`src/rtl/phy_write_sequencer.sv`:
```
// One-at-a-time WRITE burst sequencer: loads BURST_LENGTH contiguous beats into the PHY FIFO, then drives them at issue+CWL.
// Latency: wrDone at CWL+BURST_LENGTH/2 cycles after acceptance; no issue is accepted while busy (wrIssueReady low), and a buffer stall aborts the burst.
module phy_write_sequencer #(
  parameter int BURST_LENGTH = 8,
  parameter int CWL          = 12,
  parameter int ID_W         = 4
) (
  input  logic            clk,
  input  logic            rst,
  input  logic            wrIssue,
  input  logic [ID_W-1:0] wrIssueId,
  output logic            wrIssueReady,
  input  logic            bufValid,
  output logic            phyInflag,
  output logic            phyOutflag,
  input  logic            phyOutAck,
  output logic            wrDone,
  output logic [ID_W-1:0] wrDoneId,
  output logic [1:0]      wrErr,
  output logic            busy
);

  localparam int LW = $clog2(CWL + BURST_LENGTH + 1);
  localparam int BW = $clog2(BURST_LENGTH);
  localparam logic [LW-1:0] LAT_LAST_START = LW'(CWL - BURST_LENGTH);
  localparam logic [LW-1:0] LAT_PRE_DRIVE  = LW'(CWL - 1);
  localparam logic [LW-1:0] LAT_DRIVE_END  = LW'(CWL + BURST_LENGTH / 2 - 1);
  localparam logic [BW-1:0] BEAT_LAST      = BW'(BURST_LENGTH - 1);

  if (CWL < BURST_LENGTH + 2) begin : g_cwl_chk
    $error("phy_write_sequencer: CWL must be >= BURST_LENGTH + 2");
  end
  if ((BURST_LENGTH < 4) || ((BURST_LENGTH & (BURST_LENGTH - 1)) != 0)) begin : g_bl_chk
    $error("phy_write_sequencer: BURST_LENGTH must be a power of two >= 4");
  end

  typedef enum logic [2:0] {
    IDLE,
    LOAD_WAIT,
    LOAD,
    WAIT_CWL,
    DRIVE,
    DONE
  } state_t;

  state_t          r_state;
  state_t          w_next;
  logic [LW-1:0]   r_lat;
  logic [BW-1:0]   r_beat;
  logic [ID_W-1:0] r_id;
  logic            r_ack;
  logic            r_under;
  logic            r_outflag;
  logic            w_inflag;
  logic            w_under;
  logic            w_accept;

  assign w_accept = (r_state == IDLE) && wrIssue;

  always_comb begin
    w_next   = r_state;
    w_inflag = 1'b0;
    w_under  = 1'b0;
    case (r_state)
      IDLE: begin
        if (wrIssue) w_next = LOAD_WAIT;
      end
      LOAD_WAIT: begin
        if (bufValid) begin
          w_inflag = 1'b1;
          w_next   = LOAD;
        end else if (r_lat == LAT_LAST_START) begin
          w_under = 1'b1;
          w_next  = DONE;
        end
      end
      LOAD: begin
        w_inflag = bufValid;
        if (!bufValid) begin
          w_under = 1'b1;
          w_next  = DONE;
        end else if (r_beat == BEAT_LAST) begin
          w_next = (r_lat == LAT_PRE_DRIVE) ? DRIVE : WAIT_CWL;
        end
      end
      WAIT_CWL: begin
        if (r_lat == LAT_PRE_DRIVE) w_next = DRIVE;
      end
      DRIVE: begin
        if (r_lat == LAT_DRIVE_END) w_next = DONE;
      end
      DONE: begin
        w_next = IDLE;
      end
      default: begin
        w_next = IDLE;
      end
    endcase
  end

  always_ff @(posedge clk or posedge rst) begin
    if (rst) begin
      r_state   <= IDLE;
      r_lat     <= '0;
      r_beat    <= '0;
      r_id      <= '0;
      r_ack     <= 1'b0;
      r_under   <= 1'b0;
      r_outflag <= 1'b0;
    end else begin
      r_state   <= w_next;
      r_outflag <= (w_next == DRIVE);
      if (w_accept) begin
        // Loaded with 1 so latCnt equals the cycle number counted from acceptance.
        r_id    <= wrIssueId;
        r_lat   <= LW'(1);
        r_beat  <= '0;
        r_ack   <= 1'b0;
        r_under <= 1'b0;
      end else begin
        if ((r_state != IDLE) && (r_lat != '1)) r_lat <= r_lat + LW'(1);
        if (w_inflag) r_beat <= r_beat + BW'(1);
        if ((r_state == DRIVE) && phyOutAck) r_ack <= 1'b1;
        if (w_under) r_under <= 1'b1;
      end
    end
  end

  assign wrIssueReady = (r_state == IDLE);
  assign busy         = (r_state != IDLE);
  assign phyInflag    = w_inflag;
  assign phyOutflag   = r_outflag;
  assign wrDone       = (r_state == DONE);
  assign wrDoneId     = (r_state == DONE) ? r_id : '0;

  // The ACK may still arrive in the DONE cycle itself, so it is folded in combinationally.
  always_comb begin
    wrErr = 2'b00;
    if (r_state == DONE) begin
      if (r_under)                     wrErr = 2'b01;
      else if (!(r_ack || phyOutAck))  wrErr = 2'b10;
    end
  end

endmodule

```
`config.mk`:
```
export PLATFORM = sky130hd
export DESIGN_NAME = phy_write_sequencer
export DESIGN_NICKNAME = d
export VERILOG_FILES = /design/src/rtl/phy_write_sequencer.sv
export SDC_FILE = /design/constraint.sdc
export NUM_CORES = 1
export LEC_CHECK = 0
export CORE_AREA = 5 5 50 69
export DETAILED_ROUTE_END_ITERATION = 7
export DIE_AREA = 0 0 55 74
export REMOVE_ABC_BUFFERS = 1
export SLEW_MARGIN = 20
export SYNTH_ARGS = -nofsm -noshare
export SYNTH_HDL_FRONTEND = slang
export SYNTH_SLANG_ARGS = --single-unit
```
`constraint.sdc`:
```
create_clock -name clk -period 2.17 [get_ports clk]
set_input_delay 0.434 -clock clk [delete_from_list [all_inputs] [get_ports clk]]
set_output_delay 0.434 -clock clk [all_outputs]
set_load 0.01 [all_outputs]
```
## Yosys cells after proc, flatten, opt, wreduce, memory -nomap -nowiden

Index checks and enable logic that the tools add are counted.

- Input bits: 9
- Register bits after elaboration: 18

- Equal/unequal tests: 11
- Reductions and logical operators: 10
- Mux-type cells: 27
- Add/subtract/negate cells: 2

Operators by type and width:

| kind | number |
|---|---|
| 2-to-1 mux 3 bit | 10 |
| case mux 3 bit (5 select lines) | 1 |
| == test 3 bit (second input constant) | 4 |
| == test 5 x 4 -> 1 bit (second input constant) | 2 |
| 2-to-1 mux 5 bit | 2 |
| 2-to-1 mux 1 bit | 8 |
| nonzero test 2 bit | 4 |
| == test 3 x 2 -> 1 bit (second input constant) | 2 |
| 2-to-1 mux 2 bit | 3 |
| adder 5 x 1 -> 5 bit (second input constant) | 1 |
| == test 5 x 3 -> 1 bit (second input constant) | 1 |
| != test 5 bit (second input constant) | 1 |
| 2-to-1 mux 4 bit | 1 |
| case mux 1 bit (2 select lines) | 2 |
| adder 3 x 1 -> 3 bit (second input constant) | 1 |
| == test 3 x 1 -> 1 bit (second input constant) | 1 |
| logical AND 1 bit | 3 |
| zero test 3 bit | 1 |
| nonzero test 3 bit | 1 |
| logical OR 1 bit | 1 |

## Longest topological paths before layout

Gate-level depths: netlist (run 1).

- Depth in word-level cells: 6
- Depth in mapped cells: 6
- Mapped depth without buffers: 6

## Least setup slack after synthesis (run 1)

Ideal clock, no wire load.

- Path type: reg2out
- Start: reg r_state[2]
- End: out wrErr[1]
- Arrival: 1.301 ns
- Path slack: 0.435 ns
- Cell stages (with the launch flop): 5
- Required time: 1.736 ns
- Buffers on the path: 1
- Path through: dfrtp_1 > buf_6 > inv_2 > nor3_1 > nor4b_2

- Cells in the longest elaborated chain, start to end: 2

RTL lines:

| what | RTL line | source |
|---|---|---|
| start: declaration | 46 | `state_t r_state;` |
| start signal: assignment | 111 | `r_state <= w_next;` |
| == test 3 bit | -- |  |
| named net wrDone | 17 | `output logic wrDone,` |
| 2-to-1 mux 2 bit | 139 | `if (r_state == DONE) begin` |
| end: declaration | 19 | `output logic [1:0] wrErr,` |

The timed path passes the listed nets, and every way through them passes these cells.

## Final worst setup path (run 1)

- Start: reg r_state[0]
- End: out phyInflag

- Cells in the longest elaborated chain, start to end: 2
- Elaborated cells between the ends (all ways): 3
- Classes of those cells: eq/ne: 2; mux: 1

RTL lines:

| what | RTL line | source |
|---|---|---|
| == test 3 x 2 -> 1 bit / == test 3 x 1 -> 1 bit (equally long branches) | 64 | `case (r_state)` |
| case mux 1 bit (2 select lines) * | 64 |  |
| end: declaration | 14 | `output logic phyInflag,` |

Every way passes the cells marked *; elsewhere a longest branch is shown, timed or not.

==> results of run 1 <==
kinds of logic (layout without fill, tap and decap cells):
logic type	after synthesis	in the layout	synth area share [%]
flip-flops	18	18	41.4
buffers and inverters	12	40	6.90
multiplexers	4	4	3.68
AO/OA/AOI/OAI	17	17	11.6
adder cells (fa/ha/maj)	6	6	6.90
XOR/XNOR	3	3	2.42
AND/OR/NAND/NOR	51	51	27.0
path summary, 6_finish.rpt:
kind / startpoint / to / slack [ns] / cells after the start
setup / recovery: r_state[0] / phyInflag / 0.04 / 4
hold / removal: r_id[1] / r_id[1] / 0.47 / 2
setup reg to reg: r_lat[0] / r_lat[3] / 0.51 / 6
hold reg to reg: r_id[1] / r_id[1] / 0.47 / 2
max in group asynchronous: rst / r_state[1] / 1.45 / 3
min in group asynchronous: rst / r_state[0] / 0.50 / 3
cell usage after synthesis (all sizes together):
cell	instances
nand2	19
dfrtp	18
nor2	9
inv	8
and3	6
ha	6
a21oi	5
buf	4
mux2i	4
nor3	4
nand2b	3
nor2b	3
o21ai	3
xnor2	3
and2	2
a221o	1
a22oi	1
a31oi	1
and4	1
nand3	1
nand4bb	1
nor4b	1
o211a	1
o211ai	1
o21a	1
o221a	1
o22ai	1
o31ai	1
or2b	1
registers in the layout, summed over array words and instances (netlist names):
signal / flops
r_lat: 5
r_id: 4
r_beat: 3
r_state: 3
phyOutflag: 1
r_ack: 1
r_under: 1
layer usage:
layer	vias up	share of wire, %
li1	435	-
met3	4	4.5
met4	0	1.6
met5	-	0
met2	18	54
met1	400	40
critical path: cells and delay by family, from the launching register on:
| family | cells | cell delay [ns] |
|---|---|---|
| AND/OR/NAND/NOR | 1 | 0.13 |
| AO/OA/AOI/OAI | 1 | 0.17 |
| flip-flops | 1 | 0.45 |
| buffers and inverters | 2 | 0.69 |
stage by stage:
stage | hold WS, ns | std cells | total power [mW] | cell area [sq um] | worst slack, ns
after CTS | 0.474 | 174 | 1.86 | 1380 | 0.0172
after floorplan | 0.373 | 107 | 1.26 | 1040 | 0.415
after global placement | 0.451 | 170 | 1.59 | 1330 | 0.0455
after detailed placement | 0.459 | 170 | 1.61 | 1330 | 0.0352
final | 0.471 | 176 | 1.88 | 1400 | 0.0413
after global routing | 0.498 | 176 | 2.05 | 1400 | 0.000884
placed cells by master (no fill, tap or decap), drive strengths merged, types with 2 or more instances in the layout:
master	n
a21oi	5
and2	2
and3	6
buf	10
clkbuf	3
clkdlybuf4s50	17
dfrtp	18
dlygate4sd2	2
ha	6
inv	8
mux2i	4
nand2	19
nand2b	3
nor2	9
nor2b	3
nor3	4
o21ai	3
xnor2	3
power by group through the flow:
| stage | clock [mW] | combinational (mW) | sequential, mW |
|---|---|---|---|
| after CTS | 0.236 | 0.985 | 0.643 |
| after global placement | 0 | 0.950 | 0.638 |
| after global routing | 0.253 | 1.13 | 0.664 |
| after detailed placement | 0 | 0.970 | 0.644 |
| final | 0.229 | 1.01 | 0.640 |
| after floorplan | 0 | 0.614 | 0.647 |
cell type report:
| type | instances | area share, % |
|---|---|---|
| multi-input combinational | 81 | 40.2 |
| sequential | 18 | 32.5 |
| timing repair buffer | 29 | 18.8 |
| tap | 37 | 3.32 |
| clock buffer | 3 | 2.96 |
| inverter | 8 | 2.15 |
repair_timing:
action                                  4_1_cts  5_1_grt
endpoints found under the setup margin        3        7
setup buffers                                 1        2
pin swaps                                     1        1
resized for setup                             4        1
==> results.toml, run 1 <==
[power]
p_sw_share_pct = 39.7
power_frac_seq_pct = 34.1
power_density_nw_per_um2 = 1350
combPwrFrac_pct = 53.7
leakage_nw = 0.668
pwr-share-clk_pct = 12.2
p_int_mw = 1.13
p_sw_mw = 0.745
ir_drop_v = 0.000679

[layout]
antenna_cells = 0
final_util_pct = 50.0
seqCellArea_sq_um = 454
nFillCells = 282
syn2layout_area_growth_pct = 28.4
nets = 156
drive_gt1_share_pct = 19.4
multiInputGateArea_sq_um = 562

[place]
dp_hpwl_um = 1780
numPortBuffers = 19
place_congestion = 0.870

[grt]
grt_pass1_vias = 957
grtUsageMet2_pct = 23.8
use_met1_pct = 15.0
grt_pass1_wl_um = 4090
grt_max_degree = 19
top_usage_layer = "met2"
groute.usage.overall_pct = 13.6
grtUsageMet3_pct = 3.21
grt_overflow_total = 0
antenna_found_initial = 0

[cts]
cts.path.max_buffers = 2
cts_tree = "done"
clock_latency_ns = 0.25
clock-sinks = 18
postCtsHoldBufs = 0
cts_made_buffers = 3
h-tree-depth = 1
path_clk_slew_ns = 0.07
clockRootBuffer = "clkbuf_8"

[synthesis]
synth_cell_type_count = 36
synth_cells = 111
synth_seq_area_share_pct = 41.4
avgSynthCellArea_sq_um = 9.80
synth.area.top_cells = "dfrtp_1, ha_1, nand2_1"
synthesis.area_sq_um = 1090
yosys.area.top_type = "dfrtp_1"
yosysWarningCount = 0
synth-seq-cells = 18
yosysTopAreaCellShare_pct = 41.4

[timing]
max-slew-margin-rel_pct = 74.4
fin_crit_sh_pct = 98.1
min_period_ns = 2.13
hold_viol_final = 0
worst_slew_pin_slew_ns = 0.384
finalSetupViolCount = 0
rsz0062_at_grt = "false"
max_freq_mhz = 470
tns_ns = 0
skew_ns = 0.00453
report.final.slew_viol_count = 0

[hold_path]
min_path_type = "reg2reg"

[run]
max_cap_violations = 0

[floorplanning]
die_height_um = 74
start_util_pct = 39.0
num_io_pins = 20
rows = 23
die_area_sq_um = 4070
coreArea_sq_um = 2790
die_w_um = 55

[worst_setup_path]
cp.required_ns = 1.74
max_stage_delay_ns = 0.54
endpoint_kind = "primary output"
worstPathCellList = "buf_4, nor2b_2, o211a_4, clkdlybuf4s50_1"
crit_path_max_fanout = 7
start_kind = "flip-flop"
critPathArrivalTime_ns = 1.69
worstSetupPathType = "reg2out"
crit_path_top_delay_cell = "clkdlybuf4s50_1"

[routing]
wl_um = 2310
ant_nets = 0
wire_per_inst_um = 13.1
vias = 857
drc = 0
drt_iter0_drc = 31
firstDrtPassIters = 4
viasPerCell = 4.87

[run_status]
outcome = "completed"
No activity file was read; power rests on OpenSTA's default activity.
==> run 2, diff against run 1 <==
--- a/config.mk
+++ b/config.mk
@@ -5,9 +5,11 @@
 export SDC_FILE = /design/constraint.sdc
 export NUM_CORES = 1
 export LEC_CHECK = 0
-export CORE_AREA = 5 5 50 69
+export CORE_AREA = 5 5 57 79
 export DETAILED_ROUTE_END_ITERATION = 7
-export DIE_AREA = 0 0 55 74
+export DIE_AREA = 0 0 62 84
+export PLACE_DENSITY = 0.5
+export RECOVER_POWER = 25
 export REMOVE_ABC_BUFFERS = 1
 export SLEW_MARGIN = 20
 export SYNTH_ARGS = -nofsm -noshare
==> results.toml, run 2 (synthesis gave the netlist of run 1 again) <==
[run_status]
outcome = "completed"

[grt]
grt_overflow_total = 0
antenna_found_initial = 0
groute.usage.overall_pct = 10.8
grt_pass1_vias = 961
grt_max_degree = 19
grt_pass1_wl_um = 4230

[timing]
tns_ns = 0
min_period_ns = 2.09
max_freq_mhz = 478
worst_slew_pin_slew_ns = 1.04
max-slew-margin-rel_pct = 31.0
finalSetupViolCount = 0
hold_viol_final = 0
rsz0062_at_grt = "false"
holdWs_ns = 0.475
skew_ns = 0.00194
fin_crit_sh_pct = 96.4
report.final.slew_viol_count = 0

[floorplanning]
num_io_pins = 20
start_util_pct = 28.7
coreArea_sq_um = 3780
die_height_um = 84
die_area_sq_um = 5210
rows = 27
die_w_um = 62

[cts]
cts_made_buffers = 3
clock-sinks = 18
postCtsHoldBufs = 0
cts_tree = "done"
clockRootBuffer = "clkbuf_8"
clock_latency_ns = 0.25
h-tree-depth = 1
cts.path.max_buffers = 2
path_clk_slew_ns = 0.07

[routing]
wire_per_inst_um = 13.6
drc = 0
firstDrtPassIters = 4
vias = 906
drt_iter0_drc = 13
wl_um = 2520
viasPerCell = 4.90
ant_nets = 0

[run]
max_cap_violations = 0

[hold_path]
min_path_type = "reg2reg"
hold_path_end = "r_id[0]"
hold_depth = 2
min-delay-start = "r_id[0]"

[worst_setup_path]
worstPathCellList = "buf_4, nor2b_4, o211a_4, clkdlybuf4s50_1"
critPathArrivalTime_ns = 1.66
start_kind = "flip-flop"
rrSetupSlack_ns = 0.49
cp.required_ns = 1.74
regToRegEndpoint = "r_lat[3]"
crit_path_max_fanout = 7
reg2reg_from = "r_lat[0]"
max_stage_delay_ns = 0.53
crit_path_top_delay_cell = "clkdlybuf4s50_1"
worstSetupPathType = "reg2out"
r2r_cells = 6
endpoint_kind = "primary output"

[place]
dp_hpwl_um = 1900
place_congestion = 0.760
numPortBuffers = 19

[power]
power_density_nw_per_um2 = 1390
leakage_nw = 0.696
ir_drop_v = 0.000478

[layout]
antenna_cells = 0
final_cell_mix = "nand2_1, clkdlybuf4s50_1, dfrtp_1"
reg_top3 = "r_lat x5, r_id x4"
nFillCells = 405
drive_gt1_share_pct = 20.4
top_register = "r_lat"
syn2layout_area_growth_pct = 32.6
nets = 158
largest_register_ffs = 5
layout_commonest_cell = "nand2_1"
[run 2: changes by cell type in the layout (fill, tap and decap cells not counted)]
cell / delta
buf_4: +1
clkbuf_1: +1
clkbuf_8: +1
clkdlybuf4s50_1: -1
dfrtp_1: +1
dfrtp_2: -1
dlygate4sd2_1: -1
dlygate4sd3_1: +1
dlymetal6s2s_1: +1
nor2b_2: -1
nor2b_4: +1
nor3_1: -1
nor3_2: +1
[run 2: worst max path at each step]
| stage | startpoint | end | cells past startpoint |
|---|---|---|---|
| final | r_state[0] | phyInflag | 4 |
| after global routing | r_state[1] | wrErr[0] | 3 |
| after CTS | r_state[2] | wrIssueReady | 3 |
| after detailed placement | phyOutAck | wrErr[1] | 3 |
| after global placement | phyOutAck | wrErr[1] | 3 |
| after floorplan | r_state[0] | wrErr[1] | 3 |
[run 2: metrics by stage]
stage / cells / setup WS, ns / area [sq um] / total power [mW] / utilization [%]
floorplan: 107 / 0.415 / 1040 / 1.26 / -
global placement: 176 / 0.0618 / 1340 / 1.61 / 35.4
detailed placement: 176 / 0.0466 / 1340 / 1.65 / 35.4
CTS: 181 / 0.00617 / 1410 / 1.97 / 37.3
global route: 185 / 0.0135 / 1440 / 2.17 / 38.1
finish: 185 / 0.0787 / 1440 / 2.00 / 38.1
[run 2: where the power goes]
group | switching [mW] | internal, mW | leakage (nW)
clock | 0.117 | 0.161 | 0.0288
combinational | 0.550 | 0.550 | 0.440
sequential | 0.121 | 0.497 | 0.228
[run 2: final cells by class]
cell class	count	area, sq um	area share, %
multi-input cells	81	572	39.7
well taps	43	53.8	3.73
repair buffers	31	278	19.3
clock buffers	4	55.1	3.82
flip-flops and latches	18	453	31.4
inverters	8	30.0	2.08
[run 2: what timing repair did]
action	in CTS	in global routing
setup endpoints to repair	7	8
gates resized for setup	5	1
buffers inserted	1	4
pin swaps	0	1
[run 2: critical path: cells and delay by family, from the launching register on]
kind | cells | cell delay [ns]
AOI/OAI and AO/OA | 1 | 0.16
buffers and inverters | 2 | 0.70
and+or+nand+nor | 1 | 0.14
DFF | 1 | 0.41
[run 2: layer usage]
metal / vias up / global-route usage, % / wire length, um
met4: 0 / 5.79 / 69
met3: 7 / 2.32 / 90
li1: 436 / - / -
met2: 14 / 18.2 / 1380
met1: 449 / 11.8 / 982
met5: - / 0 / 0
==> run 3, diff against run 2 <==
--- a/config.mk
+++ b/config.mk
@@ -8,7 +8,8 @@
 export CORE_AREA = 5 5 57 79
 export DETAILED_ROUTE_END_ITERATION = 7
 export DIE_AREA = 0 0 62 84
-export PLACE_DENSITY = 0.5
+export DONT_BUFFER_PORTS = 1
+export PLACE_DENSITY = 0.43
 export RECOVER_POWER = 25
 export REMOVE_ABC_BUFFERS = 1
 export SLEW_MARGIN = 20
==> results.toml, run 3 (synthesis gave the netlist of run 1 again) <==
[run_status]
outcome = "completed"

[cts]
clockRootBuffer = "clkbuf_8"
cts_made_buffers = 3
path_clk_slew_ns = 0.07
h-tree-depth = 1
cts_setup_buffers = 0
clock_latency_ns = 0.25
cts_tree = "done"
postCtsHoldBufs = 0
cts_resized = 0
cts.path.max_buffers = 2
clock-sinks = 18

[grt]
grt_max_degree = 19
grt_pass1_vias = 826
groute.usage.overall_pct = 10.3
grt_pass1_wl_um = 4020
grt_overflow_total = 0
antenna_found_initial = 0

[power]
ir_drop_v = 0.000681
power_density_nw_per_um2 = 1450
p_total_mw = 1.67
leakage_nw = 0.555

[layout]
antenna_cells = 0
final_cell_mix = "nand2_1, dfrtp_1, nor2_1"
largest_register_ffs = 5
nets = 129
reg_top3 = "r_lat x5, r_id x4"
stdcell_count = 155
syn2layout_area_growth_pct = 5.98
top_register = "r_lat"
layout_commonest_cell = "nand2_1"
drive_gt1_share_pct = 14.3

[worst_setup_path]
crit_path_max_fanout = 14
endpoint_kind = "primary output"
critPathArrivalTime_ns = 1.59
start_kind = "flip-flop"
rrSetupSlack_ns = 0.48
cp.required_ns = 1.74
worstSetupPathType = "reg2out"

[routing]
ant_nets = 0
vias = 770
drc = 0
wl_um = 2280
firstDrtPassIters = 4
wire_per_inst_um = 14.7
drt_iter0_drc = 16
viasPerCell = 4.97

[timing]
min_period_ns = 2.03
skew_ns = 0.00428
report.final.slew_viol_count = 0
hold_viol_final = 0
setup_slack_ns = 0.145
tns_ns = 0
fin_crit_sh_pct = 93.3
worst_slew_pin_slew_ns = 0.725
max-slew-margin-rel_pct = 51.6
rsz0062_at_grt = "false"
max_freq_mhz = 494
finalSetupViolCount = 0
holdWs_ns = 0.188

[floorplanning]
coreArea_sq_um = 3780
rows = 27
num_io_pins = 20
start_util_pct = 28.7
die_area_sq_um = 5210
die_w_um = 62
die_height_um = 84

[place]
placed_cells = 152
place_congestion = 0.777
dp_hpwl_um = 1770
numPortBuffers = 0
pre_cts_ws_ns = 0.430

[hold_path]
min_path_type = "in2async"

[run]
max_cap_violations = 0
run 3: metrics by stage:
step,area [sq um],util [%]
floorplan,1040,-
global placement,1110,29.4
detailed placement,1110,29.4
CTS,1150,30.5
global route,1150,30.5
finish,1150,30.5
run 3: layout make-up:
class                   count  area (sq um)
flip-flops and latches     18           450
multi-input cells          81           562
well taps                  43          53.8
repair buffers              2          15.0
fillers                   409          2630
inverters                   8          30.0
clock buffers               3          41.3
run 3: routing by layer:
layer,up-vias,global-route usage (%),wire length [um]
li1,380,-,-
met1,374,12.7,947
met2,12,16.2,1190
met3,4,2.32,108
met4,0,4.63,29
met5,-,0,0
run 3: path summary, 6_finish.rpt:
check                      cells after the start         start    endpoint
setup / recovery                               3    r_state[2]    wrErr[1]
hold / removal                                 1           rst   r_beat[2]
setup reg to reg                               3    r_state[2]    r_lat[1]
hold reg to reg                                2       r_id[3]     r_id[3]
max in group asynchronous                      1           rst  r_state[1]
min in group clk                               2  wrIssueId[3]     r_id[3]
run 3: critical path, cell delays in order (launching register included):
cell and delay [ns]:
dfrtp_1 0.61, inv_2 0.08, nor3_1 0.28, nor4b_2 0.37
run 3: report_power, final:
part / switching, mW / leakage (nW) / internal [mW]
Sequential: 0.171 / 0.230 / 0.494
Clock: 0.104 / 0.0216 / 0.123
Combinational: 0.437 / 0.303 / 0.342
Total: 0.712 / 0.555 / 0.959
==> patch 1 (flow settings as in run 2) <==
The parameter `CWL` goes from 12 to 14.
--- a/src/rtl/phy_write_sequencer.sv
+++ b/src/rtl/phy_write_sequencer.sv
@@ -3,5 +3,5 @@
 module phy_write_sequencer #(
   parameter int BURST_LENGTH = 8,
-  parameter int CWL          = 12,
+  parameter int CWL          = 14,
   parameter int ID_W         = 4
 ) (
Behaviour: not the same (a bounded check fails within 10 cycles, from zero or initial values and one cycle with rst high).
==> patch 1 against run 2 <==
  * Register-to-register slack got worse by 0.12 ns
  * Routed wire length fell by 8.8%
  * Design area fell by 1.0%
  * Setup slack improved by 0.0034 ns
  * Critical path type unchanged
  * Final cell count fell by 3.8%
  * Largest power group unchanged
  * Total power fell by 3.4%
  * Non-clock buffer count fell by 1
  * Sequential cell count did not move
  * Area after synthesis fell by 0.81%
==> patch 1: results (changes against run 2) <==
CLOCKBUFFERDEPTH=2  # unchanged
DRT_ITER0_MARKERS=15  # +2
P_LEAK_nW=0.736  # +5.7%
MET2_USAGE_PCT=17.7  # -0.47 points
ANTENNADIODECOUNT=0  # unchanged
GRT_USAGE_PCT=10.5  # -0.31 points
PLACE.DETAILED.HPWL_UM=1770  # -6.7%
LAYOUT-DRIVE-GT1-SHARE_PCT=17.8  # -2.6 points
CLKTRANSATPATHREGS_NS=0.07  # about the same
WORST_IR_DROP_VDD_V=0.000649  # +36%
SYNTH.YOSYS.SEQ_AREA_SHARE_PCT=41.8  # +0.34 points
AVGVIACOUNTPERCELL=4.86  # -0.77%
USE_MET3_PCT=1.86  # -0.46 points
GRT_ANTENNA_BEFORE_REPAIR=0  # unchanged
NETLIST_TOP_CELLS_COUNT='dfrtp_1, nor2_1'
DR.PASS1.ITERS=4  # unchanged
NUM-NETS-FINAL=151  # -4.4%
SYNTH.TOP_CELLS.BY_AREA='dfrtp_1, ha_1, and3_1'
WL_PER_CELL_UM=12.9  # -5.2%
CTS_HTREE_LEVELS=1  # unchanged
TIMING.CRITICAL_PATH.FANOUT_MAX=6  # -1
GPL.FINAL_WEIGHTED_CONGESTION=0.744  # -2.1%
YS_ASYNC_SR_FRACTION_PCT=100  # unchanged
CTS_ROOT_BUFFER='clkbuf_8'
PIN_COUNT_OF_THE_BIGGEST_NET_ENTERING_GLOBAL_ROUTING=19  # unchanged
WORST_SETUP_PATH_END_KIND='output port'
REPORT.FINAL.SLEW_VIOL_COUNT=0  # unchanged
DP_WORST_SETUP_SLACK_NS=0.00324  # -0.0434 ns
TIGHTESTPINTRANSITION_NS=0.708  # -0.327 ns
ARRIVAL_NS=1.65
PORT_BUFFERS=19  # unchanged
YS.WARNINGS.COUNT=0  # unchanged
CTS_BUFFERS=3  # unchanged
CLKLATENCYLATEPIN_NS=0.25  # about the same
SKEW_NS=0.00491  # +0.00297 ns
FIRST_GLOBAL_VIAS=933  # -2.9%
STATUS='finished clean'
SYNTH_CELL_TYPE_COUNT=38  # +5.6%
USE_MET1_PCT=12.5  # +0.64 points
HOLDCRITPATHCLASS='register to register'
LARGEST_REGISTERS='r_lat: 5 flops, r_id: 4 flops'
GRT_FIRST_PASS_WIRELENGTH_UM=4210  # -0.47%
patch 1: cell count changes in the layout (fill, tap and decap cells not counted), sizes merged, moves of 2 or more:
cell	change
nor2b	-2
dlymetal6s2s	+3
or2	+2
nor3	+2
nand3	+2
mux2	+5
a21o	+2
inv	-2
clkdlybuf4s50	-4
nor3b	+3
nand2	-15
nand4b	+2
patch 1: cell type report:
type	count	area (sq um)
fill	397	2360
multi-input combinational	77	564
inverter	6	22.5
timing repair buffer	30	280
clock buffer	4	55.1
sequential	18	450
tap	43	53.8
patch 1: report_power, final:
| part | switching [W] | internal (W) |
|---|---|---|
| Combinational | 0.000483 | 0.000548 |
| Clock | 0.000113 | 0.000161 |
| Sequential | 0.000135 | 0.000491 |
patch 1: metal layers:
metal | part of all wire, % | up-vias | wire (um)
met5 | 0 | - | 0
met4 | 1.0 | 0 | 23
met3 | 3.5 | 2 | 80
met2 | 53 | 18 | 1220
met1 | 43 | 417 | 981
li1 | - | 428 | -
patch 1: kinds of logic after synthesis:
family,synth area share [%]
xor+xnor,2.44
flops,41.8
mux,8.00
simple gates,26.1
fa+ha+maj,6.96
buf+inv,5.92
compound gates,8.82
patch 1: worst paths after layout:
path / to / depth (start not counted) / from / slack (ns)
min in group asynchronous: r_under$_DFFE_PP0P_ / 2 / rst / 0.74
worst min-delay path: r_id[3]$_DFFE_PP0P_ / 1 / r_id[3]$_DFFE_PP0P_ / 0.48
worst max-delay path: wrDoneId[2] / 4 / r_state[2]$_DFF_PP0_ / 0.08
worst min register to register: r_id[3]$_DFFE_PP0P_ / 1 / r_id[3]$_DFFE_PP0P_ / 0.48
worst max register to register: r_lat[2]$_DFFE_PP0P_ / 6 / r_lat[0]$_DFFE_PP0P_ / 0.37
max in group asynchronous: r_state[2]$_DFF_PP0_ / 2 / rst / 0.99
patch 1: what timing repair did:
| action | in CTS | in global routing |
|---|---|---|
| gates cloned | 0 | 0 |
| buffers inserted | 0 | 3 |
| hold endpoints to repair | 0 | 0 |
| resized for setup | 2 | 4 |
| pin swaps | 0 | 1 |
| endpoints found under the setup margin | 2 | 6 |
patch 1: worst max-delay path, stage by stage, from the launching register on:
cell and delay [ns]:
dfrtp_1 0.42, and2b_1 0.19, buf_4 0.15, and3_1 0.17, clkdlybuf4s50_1 0.47
patch 1: per-stage QoR:
| step | cell area, sq um | hold slack (ns) | cells |
|---|---|---|---|
| 3_5_place_dp | 1340 | 0.470 | 171 |
| 3_3_place_gp | 1340 | 0.464 | 171 |
| 6_report | 1430 | 0.484 | 178 |
| 4_1_cts | 1390 | 0.486 | 175 |
| 2_1_floorplan | 1040 | 0.373 | 101 |
| 5_1_grt | 1430 | 0.495 | 178 |
==> patch 2 (config.mk and constraints of run 2) <==
Made on the original files. Make the reset (`rst`) synchronous in one clocked block.
--- a/src/rtl/phy_write_sequencer.sv
+++ b/src/rtl/phy_write_sequencer.sv
@@ -99,5 +99,5 @@
   end
 
-  always_ff @(posedge clk or posedge rst) begin
+  always_ff @(posedge clk) begin
     if (rst) begin
       r_state   <= IDLE;
Formal check against the unedited RTL: differs if rst is asserted again (counterexample within 4 cycles, from zero or initial values and one cycle with rst high); with rst held inactive, the same outputs for 10 cycles.
==> patch 2 against run 2 <==
  * Critical endpoint is now wrErr[0]
  * Sequential share of layout area decreased by 4.0 points
  * Largest cell class unchanged
  * Design area down 8.7%
  * Sequential cell count unchanged
  * Routed wire length is 8.0% lower
  * Area after synthesis fell by 7.6%
  * Clock skew is 0.00066 ns lower
  * Setup slack better by 0.044 ns
  * Die area unchanged
  * Hold slack got worse by 0.020 ns
  * Maximum frequency up 2.2%
  * First-iteration DRC count rose by 120%
  * Count of clock-buffer cells in the layout decreased by 1
Power is not compared: it rests on default switching activity, and its combinational part moved more than twofold at a synthesized area within 25%.
==> patch 2: results (changes against run 2) <==
CTS_ROOT_BUFFER='clkbuf_8'
TOP_REGISTER='r_lat'
TIMING.CRITICAL_PATH.FANOUT_MAX=8  # +1
ARRIVAL_NS=1.61  # -0.05 ns
TOTAL_VIA_COUNT_IN_THE_ROUTED_DESIGN=869  # -4.1%
LAYOUT-DRIVE-GT1-SHARE_PCT=15.3  # -5.1 points
GRT_ANTENNA_BEFORE_REPAIR=0  # unchanged
CLKLATENCYLATEPIN_NS=0.25  # about the same
WORST_SETUP_PATH_END_KIND='output port'
CPLARGESTDELAYFAMILY='buffers and inverters'
MET2_USAGE_PCT=16.5  # -1.7 points
SYNTH.TOP_CELLS.BY_AREA='dfxtp_1, ha_1, and3_1'
GPL.FINAL_WEIGHTED_CONGESTION=0.726  # -4.5%
CTS_BUFFERS=3  # unchanged
GRT_USAGE_PCT=9.89  # -0.90 points
DR.PASS1.ITERS=4  # unchanged
SYNTH_CELL_TYPE_COUNT=36  # unchanged
NETLIST_TOP_CELLS_COUNT='dfxtp_1, nor2_1, nand2_1'
WL_PER_CELL_UM=12.9  # -5.5%
DRT_ITER0_MARKERS=29  # +16
CLOCKBUFFERDEPTH=2  # unchanged
SWITCHING_POWER_W=0.000215
PLACE.DETAILED.HPWL_UM=1830  # -3.7%
SKEW_NS=0.00129  # -0.000657 ns
LARGEST_REGISTERS='r_lat: 5 flops, r_id: 4 flops'
GRT_FIRST_PASS_WIRELENGTH_UM=3890  # -8.0%
SYNTH.YOSYS.SEQ_AREA_SHARE_PCT=35.9  # -5.6 points
NFILLCELLS=385  # -4.9%
STATUS='finished clean'
TIGHTESTPINTRANSITION_NS=0.515  # -0.520 ns
USE_MET1_PCT=11.8  # -0.068 points
YS_ASYNC_SR_FRACTION_PCT=0  # -100 points
NUM-NETS-FINAL=154  # -2.5%
PIN_COUNT_OF_THE_BIGGEST_NET_ENTERING_GLOBAL_ROUTING=12  # -7
USE_MET3_PCT=0.929  # -1.4 points
CTS_HTREE_LEVELS=1  # unchanged
CLKTRANSATPATHREGS_NS=0.07  # about the same
==> patch 2: per-layer routing <==
metal	up-vias	routed length [um]
li1	441	-
met5	-	0
met1	413	965
met2	11	1240
met4	0	53
met3	4	57
==> patch 2: metrics by stage <==
stage / worst slack (ns) / instance area, sq um / cells
floorplan: 0.298 / 956 / 105
finish: 0.123 / 1320 / 180
CTS: 0.0275 / 1300 / 178
detailed placement: 0.0169 / 1260 / 175
global placement: -0.00501 / 1260 / 175
global route: 0.0239 / 1320 / 180
==> patch 2: repair_timing <==
item	in CTS	in global routing
setup endpoints to repair	2	1
resized for setup	3	1
setup buffers	0	2
hold buffers	0	0
pin swaps	0	1
==> patch 2: kinds of logic (layout without fill, tap and decap cells) <==
logic type,Yosys count,after routing,share of synthesized area (%)
multiplexers,2,2,1.99
AO/OA/AOI/OAI,19,19,13.1
flip-flops,18,18,35.9
buffers and inverters,11,36,6.35
adder cells (fa/ha/maj),6,6,7.47
XOR/XNOR,4,4,3.49
AND/OR/NAND/NOR,52,52,31.8
==> patch 2: final timing paths <==
path / start / to / slack [ns] / cells after the start
setup / recovery: r_state[2]$_SDFF_PP0_ / wrErr[0] / 0.12 / 3
hold / removal: r_id[1]$_SDFFE_PP0P_ / r_id[1]$_SDFFE_PP0P_ / 0.45 / 2
setup reg to reg: r_state[0]$_SDFF_PP0_ / r_under$_SDFFE_PP0P_ / 0.38 / 6
hold reg to reg: r_id[1]$_SDFFE_PP0P_ / r_id[1]$_SDFFE_PP0P_ / 0.45 / 2
==> patch 2: power groups by stage <==
| stage | Clock (W) | Combinational [W] | Sequential (W) |
|---|---|---|---|
| 2_1_floorplan | 0 | 0.0000907 | 0.000378 |
| 3_3_place_gp | 0 | 0.000172 | 0.000373 |
| 3_5_place_dp | 0 | 0.000175 | 0.000373 |
| 4_1_cts | 0.000241 | 0.000175 | 0.000366 |
| 5_1_grt | 0.000258 | 0.000200 | 0.000369 |
| 6_report | 0.000231 | 0.000179 | 0.000366 |
==> patch 2: layout make-up <==
type,instances,share of cell area [%]
Clock buffer,3,3.14
Multi-Input combinational cell,83,44.1
Tap cell,43,4.09
Timing Repair Buffer,29,20.2
Inverter,4,1.14
Sequential cell,18,27.4
==> patch 2: worst min-delay path, cell delays in order, from the launching register on <==
cell,delay (ns)
dfxtp_1,0.31
nand2_1,0.05
a21oi_1,0.05
